### config.mk
export PLATFORM = sky130hd
export DESIGN_NAME = whirlpool_round_sequencer
export DESIGN_NICKNAME = d
export VERILOG_FILES = /design/src/rtl/whirlpool_round_sequencer.sv
export SDC_FILE = /design/constraint.sdc
export NUM_CORES = 2
export LEC_CHECK = 0
export CAP_MARGIN = 20
export CORE_AREA = 2 2 457 459
export DETAILED_ROUTE_END_ITERATION = 16
export DIE_AREA = 0 0 459 461
export DONT_BUFFER_PORTS = 1
export GPL_ROUTABILITY_DRIVEN = 0
export PLACE_DENSITY = 0.32
export SLEW_MARGIN = 20
export SYNTH_ARGS = -nofsm -noshare
export SYNTH_HDL_FRONTEND = slang
export SYNTH_SLANG_ARGS = --single-unit
### constraint.sdc
create_clock -name clk -period 3 [get_ports clk]
set_input_delay 0.3 -clock clk [delete_from_list [all_inputs] [get_ports clk]]
set_output_delay 0.3 -clock clk [all_outputs]
set_load 0.01 [all_outputs]
### src/rtl/whirlpool_round_sequencer.sv
// Whirlpool round sequencer.
// Collects eight 64-bit state rows, hands the assembled 512-bit block to an
// external round datapath, runs ROUNDS round-enable cycles, captures the
// datapath result and streams it back out one row at a time.
//
// Ports:
//   clk, rst        rising-edge clock, synchronous active-high reset
//   in_valid/ready  row input handshake, in_row is one 64-bit row
//   dp_block        assembled state, row r column c byte at [64r+8c +: 8]
//   dp_load         one-cycle pulse, datapath loads dp_block
//   dp_round_en     datapath executes one round this cycle
//   dp_round_idx    round number 1..ROUNDS while dp_round_en, else 0
//   dp_result       datapath state, same byte mapping as dp_block
//   out_valid/ready result row handshake, out_row is one 64-bit row
//   busy            low only while collecting input rows
module whirlpool_round_sequencer #(
  parameter int unsigned ROUNDS = 10
) (
  input  logic         clk,
  input  logic         rst,
  input  logic         in_valid,
  output logic         in_ready,
  input  logic [63:0]  in_row,
  output logic [0:511] dp_block,
  output logic         dp_load,
  output logic         dp_round_en,
  output logic [3:0]   dp_round_idx,
  input  logic [0:511] dp_result,
  output logic         out_valid,
  input  logic         out_ready,
  output logic [63:0]  out_row,
  output logic         busy
);

  localparam logic [3:0] LastRound = 4'(ROUNDS);

  typedef enum logic [2:0] {
    StCollect,
    StLoad,
    StRound,
    StCapture,
    StDrain
  } state_e;

  state_e       r_state;
  state_e       w_state_next;
  logic [2:0]   r_row_cnt;
  logic [2:0]   r_out_cnt;
  logic [3:0]   r_round_cnt;
  logic [0:511] r_slots;
  logic [0:511] r_obuf;
  logic         w_in_hs;
  logic         w_out_hs;

  // Row slots feed the datapath directly; they only change while collecting,
  // so dp_block is stable from LOAD through CAPTURE.
  assign dp_block = r_slots;
  assign out_row  = r_obuf[{r_out_cnt, 6'd0} +: 64];

  always_comb begin
    w_state_next = r_state;
    in_ready     = 1'b0;
    dp_load      = 1'b0;
    dp_round_en  = 1'b0;
    dp_round_idx = 4'd0;
    out_valid    = 1'b0;
    busy         = 1'b1;
    w_in_hs      = 1'b0;
    w_out_hs     = 1'b0;
    case (r_state)
      StCollect: begin
        in_ready = 1'b1;
        busy     = 1'b0;
        w_in_hs  = in_valid;
        if (in_valid && (r_row_cnt == 3'd7)) begin
          w_state_next = StLoad;
        end
      end
      StLoad: begin
        dp_load      = 1'b1;
        w_state_next = StRound;
      end
      StRound: begin
        dp_round_en  = 1'b1;
        dp_round_idx = r_round_cnt;
        if (r_round_cnt == LastRound) begin
          w_state_next = StCapture;
        end
      end
      StCapture: begin
        w_state_next = StDrain;
      end
      StDrain: begin
        out_valid = 1'b1;
        w_out_hs  = out_ready;
        if (out_ready && (r_out_cnt == 3'd7)) begin
          w_state_next = StCollect;
        end
      end
      default: begin
        w_state_next = StCollect;
      end
    endcase
  end

  always_ff @(posedge clk) begin
    if (rst) begin
      r_state     <= StCollect;
      r_row_cnt   <= 3'd0;
      r_out_cnt   <= 3'd0;
      r_round_cnt <= 4'd0;
      r_slots     <= '0;
      r_obuf      <= '0;
    end else begin
      r_state <= w_state_next;
      // Counters are 3 bits wide, so the 8th handshake wraps them to 0.
      if (w_in_hs) begin
        r_slots[{r_row_cnt, 6'd0} +: 64] <= in_row;
        r_row_cnt                        <= r_row_cnt + 3'd1;
      end
      if (r_state == StLoad) begin
        r_round_cnt <= 4'd1;
      end else if (r_state == StRound) begin
        r_round_cnt <= (r_round_cnt == LastRound) ? 4'd0 : r_round_cnt + 4'd1;
      end
      if (r_state == StCapture) begin
        r_obuf <= dp_result;
      end
      if (w_out_hs) begin
        r_out_cnt <= r_out_cnt + 3'd1;
      end
    end
  end

endmodule

==> tab_implementation.tex <==
\begin{tabular}{lr}
\hline
Metric & Value \\
\hline
\multicolumn{2}{l}{\textbf{Outcome}} \\
Outcome & complete, no violations \\
\multicolumn{2}{l}{\textbf{Power and ir drop}} \\
Proportion of power drawn by combinational gates & 8.7\% \\
Share of power burned in registers & 42.9\% \\
Internal power & 0.0245 W \\
Leakage power summed over all cells & 23.0 nW \\
Maximum vdd drop & 0.546 mV \\
Total power per unit cell area & 549 nW/um2 \\
Clock power frac & 48.3\% \\
Switching power & 0.00889 W \\
Fraction of power spent switching nets & 26.6\% \\
\multicolumn{2}{l}{\textbf{Clock network}} \\
Clock tree root buffer cell & sky130\_fd\_sc\_hd\_\_clkbuf\_16 \\
Clock sink total & 1037 \\
Clock tree from TritonCTS & built \\
Maximum root-to-sink buffer count & 3 \\
Number of buffers created by CTS & 136 \\
Latest clock arrival within the worst-skew pair & 0.79 ns \\
Clock edge transition at the registers on the reported setup and hold paths & 0.06 ns \\
Number of levels in the clock H-tree & 4 \\
\multicolumn{2}{l}{\textbf{Timing}} \\
Slew @ Worst Pin & 1.01 ns \\
Peak clock frequency supported by timing & 349 MHz \\
Share of the clock period used by the worst path after layout & 95.6\% \\
Pins over their slew limit & 0 \\
Setup TNS & 0 ns \\
Number of failing hold endpoints at the final stage & 0 \\
RSZ-0062 raised after global routing & false \\
Fin crit period & 2.87 ns \\
Final Hold Slack & 0.169 ns \\
Final worst clock skew & 0.0487 ns \\
Relative slew slack & 32.6\% \\
Final worst setup slack & 0.131 ns \\
Count of final setup violators & 0 \\
\multicolumn{2}{l}{\textbf{Logic synthesis}} \\
Yosys top cell by area & sky130\_fd\_sc\_hd\_\_dfxtp\_1 \\
Number of storage elements in the synthesis netlist & 1037 \\
Fraction of the yosys area taken by sequential cells & 49.0\% \\
Largest cells by area after synthesis & sky130\_fd\_sc\_hd\_\_dfxtp\_1 (49\%), sky130\_fd\_sc\_hd\_\_nand2\_1 (11\%), sky130\_fd\_sc\_hd\_\_mux2i\_1 (9.1\%), sky130\_fd\_sc\_hd\_\_a21oi\_1 (7.6\%), sky130\_fd\_sc\_hd\_\_mux4\_2 (6.8\%) \\
Top-area cell type share of the netlist area & 49.0\% \\
Primary FF master, synth & sky130\_fd\_sc\_hd\_\_dfxtp\_1 \\
Syn Area/Cell & 9.22 um2 \\
Net count after synthesis & 5182 \\
Count of mapped cells out of synthesis & 4594 \\
Yosys warning count & 0 \\
Share of flip-flops with an asynchronous set or reset after synthesis & 0\% \\
Library cells used by synthesis & 37 \\
Post-Synthesis Cell Area & 42400 um2 \\
Number of synthesized flops with an enable pin & 0 \\
\multicolumn{2}{l}{\textbf{Cells and area}} \\
Post-layout net count & 6116 \\
P\&R area growth vs syn & 43.4\% \\
Ratio of cells with drive above 1 in the final layout & 9.11\% \\
\multicolumn{2}{l}{\textbf{Drt}} \\
Via density per instance & 4.55 \\
Via count & 38100 \\
Detailed Routing Iterations Pass 1 & 7 \\
Drt total wl & 219 mm \\
Drc violations & 0 \\
Average wire per standard cell & 26.2 um \\
Remaining antenna violation count after routing & 0 \\
Number of DRC markers after the initial detailed-route iteration & 2434 \\
\multicolumn{2}{l}{\textbf{Floorplan}} \\
Area of the die & 212000 um2 \\
Die width & 459 um \\
Site Rows & 167 \\
Top Ports & 1165 \\
Vertical die dimension & 461 um \\
Initial core utilization & 20.5\% \\
Area of the core & 206000 um2 \\
\multicolumn{2}{l}{\textbf{Global routing}} \\
Busiest metal layer after global routing & met2 \\
Met3 usage in global routing & 6.58\% \\
Number of antenna violations at the first check in global routing & 76 \\
Number of global-route vias before repair & 38300 \\
Maximum number of pins on one net before global-route repair & 524 \\
Met1 demand-to-capacity share in global routing & 22.4\% \\
Total GRT Usage & 19.8\% \\
Residual overflow from global routing & 0 \\
First-pass GRT wire length & 302 mm \\
Grt met2 use & 35.0\% \\
\multicolumn{2}{l}{\textbf{Worst setup path}} \\
Ordered list of cells on the worst path & nor2b\_1 -> nand3\_4 -> buf\_12 -> mux2i\_1 -> dlygate4sd3\_1 \\
Kind of critical path & reg2reg \\
Endpoint type of the worst setup path & register \\
Gate family responsible for the most delay along the worst path & buffers and inverters \\
Worst endpoint required time & 3.67 ns \\
Max FO, Critical Path & 59 \\
Critical path's slowest cell & sky130\_fd\_sc\_hd\_\_dlygate4sd3\_1 \\
Slowest stage delay, CP & 0.58 ns \\
Buf+Inv Stages, Crit Path & 2 \\
Data arrival time of the critical path & 3.54 ns \\
Type of element launching the critical path & register \\
Setup slack on the worst flop-to-flop path & 0.13 ns \\
\multicolumn{2}{l}{\textbf{Run}} \\
Max Cap Viol & 0 \\
\multicolumn{2}{l}{\textbf{Min path}} \\
Hold Crit Class & in2reg \\
\multicolumn{2}{l}{\textbf{Placement}} \\
DPL Wire Length & 148 mm \\
Post-place setup slack & 0.592 ns \\
Number of buffers added on ports & 0 \\
\hline
\end{tabular}
==> worst reg2reg max path: cells and delay by family, from the launching register on <==
family	cells	cell delay (ns)
and+or+nand+nor	2	0.82
muxes	1	0.55
DFF	1	0.56
buffers and inverters	2	0.87
==> cells in the mapped netlist, types with 2 or more instances <==
library cell                  n
sky130_fd_sc_hd__and3b_1      3
sky130_fd_sc_hd__inv_1        7
sky130_fd_sc_hd__o21ai_0    129
sky130_fd_sc_hd__nor2b_1      3
sky130_fd_sc_hd__clkinv_1     2
sky130_fd_sc_hd__buf_4       10
sky130_fd_sc_hd__buf_6       36
sky130_fd_sc_hd__nand2b_1   387
sky130_fd_sc_hd__nor3_1       3
sky130_fd_sc_hd__and3_1       2
sky130_fd_sc_hd__nand3_1      6
sky130_fd_sc_hd__a31o_2       2
sky130_fd_sc_hd__mux4_2     128
sky130_fd_sc_hd__nand2_1   1222
sky130_fd_sc_hd__nor3b_1      5
sky130_fd_sc_hd__xnor2_1      2
sky130_fd_sc_hd__mux2i_1    386
sky130_fd_sc_hd__nand3b_1     3
sky130_fd_sc_hd__ha_1         8
sky130_fd_sc_hd__nand4_1    129
sky130_fd_sc_hd__buf_2      125
sky130_fd_sc_hd__nor2_1       6
sky130_fd_sc_hd__and2_1       4
sky130_fd_sc_hd__buf_1        4
sky130_fd_sc_hd__dfxtp_1   1037
sky130_fd_sc_hd__a21oi_1    647
sky130_fd_sc_hd__mux2_2      64
sky130_fd_sc_hd__clkbuf_1   225
==> sequential cells by signal (all words and copies together), names as in the netlist <==
| name | count |
|---|---|
| r_obuf | 512 |
| r_round_cnt | 4 |
| r_state | 3 |
| r_row_cnt | 3 |
| dp_block | 512 |
| r_out_cnt | 3 |
==> cell families (layout without fill, tap and decap cells) <==
logic type / after synthesis / count (layout) / synth area share [%]
and+or+nand+nor: 1778 / 1779 / 19.1
DFF: 1037 / 1037 / 49.0
AOI/OAI and AO/OA: 782 / 782 / 9.28
muxes: 578 / 578 / 17.6
buffers and inverters: 409 / 1445 / 4.72
adders and majority gates: 8 / 8 / 0.236
xor gates and xnor gates: 2 / 2 / 0.0414
other: 0 / 37 / 0
==> cells in the final DEF (no fill, tap or decap), types with 3 or more instances in the layout <==
cell	count
sky130_fd_sc_hd__clkinv_2	12
sky130_fd_sc_hd__a21oi_1	647
sky130_fd_sc_hd__ha_1	6
sky130_fd_sc_hd__nor2_1	6
sky130_fd_sc_hd__mux2i_1	386
sky130_fd_sc_hd__clkbuf_8	21
sky130_fd_sc_hd__buf_4	49
sky130_fd_sc_hd__dfxtp_2	4
sky130_fd_sc_hd__nand3b_1	3
sky130_fd_sc_hd__dlygate4sd3_1	1097
sky130_fd_sc_hd__nand4_1	129
sky130_fd_sc_hd__nand2b_1	387
sky130_fd_sc_hd__diode_2	37
sky130_fd_sc_hd__dfxtp_4	3
sky130_fd_sc_hd__and2_1	4
sky130_fd_sc_hd__mux2_2	64
sky130_fd_sc_hd__inv_6	8
sky130_fd_sc_hd__nand3_4	6
sky130_fd_sc_hd__clkbuf_16	139
sky130_fd_sc_hd__nor3b_2	3
sky130_fd_sc_hd__clkbuf_1	49
sky130_fd_sc_hd__o21ai_0	129
sky130_fd_sc_hd__nor2b_1	3
sky130_fd_sc_hd__clkinv_16	3
sky130_fd_sc_hd__clkinv_8	3
sky130_fd_sc_hd__inv_1	7
sky130_fd_sc_hd__nor3_1	3
sky130_fd_sc_hd__mux4_2	128
sky130_fd_sc_hd__buf_12	38
sky130_fd_sc_hd__dfxtp_1	1030
sky130_fd_sc_hd__buf_16	9
sky130_fd_sc_hd__nand2_1	1222
==> through the flow <==
step | util (%) | instance area, um2 | power (W) | instances
final | 29.4 | 60700 | 0.0334 | 8372
after CTS | 29.3 | 60500 | 0.0338 | 8326
after global routing | 29.4 | 60700 | 0.0346 | 8356
after detailed placement | 21.8 | 45000 | 0.0164 | 6978
after global placement | 21.8 | 45000 | 0.0164 | 6978
after floorplan | - | 42400 | 0.0158 | 4594
==> per-layer routing <==
layer  up-vias  routed length, um
met2      1333             109000
li1      17500                  -
met4        52               6490
met1     18800              85000
met3       363              17900
met5         -                306
==> power groups by stage <==
stage	clock (W)	sequential, W	combinational [W]
final	0.0161	0.0143	0.00291
after global routing	0.0171	0.0143	0.00309
after CTS	0.0166	0.0143	0.00283
after detailed placement	0	0.0146	0.00172
after global placement	0	0.0146	0.00172
after floorplan	0	0.0145	0.00134
==> worst paths after layout <==
| kind | cells after the start | end | from |
|---|---|---|---|
| min reg2reg | 2 | r_obuf[317] | r_obuf[317] |
| max reg2reg | 5 | dp_block[338] | r_row_cnt[2] |
| max | 5 | dp_block[338] | r_row_cnt[2] |
| min | 2 | dp_block[221] | rst |
==> area by class of cell <==
class                   instances  area, um2
multi-input cells            3149      19800
flip-flops and latches       1037      20800
well taps                    2704       3380
inverters                       9       33.8
clock buffers                 209       3950
diodes                         37       92.6
clock inverters                32        373
repair buffers               1195      12400
fillers                     22000     146000
==> what timing repair did <==
item                                     CTS  global route
pin swaps                                  0             2
endpoints found under the setup margin    64            29
hold buffers                            1102             0
setup buffers                              5             4
cloned                                     0             1
resized for setup                          0             6
endpoints found under the hold margin   1037             0
Note: power is estimated with default switching activity, not from simulation.
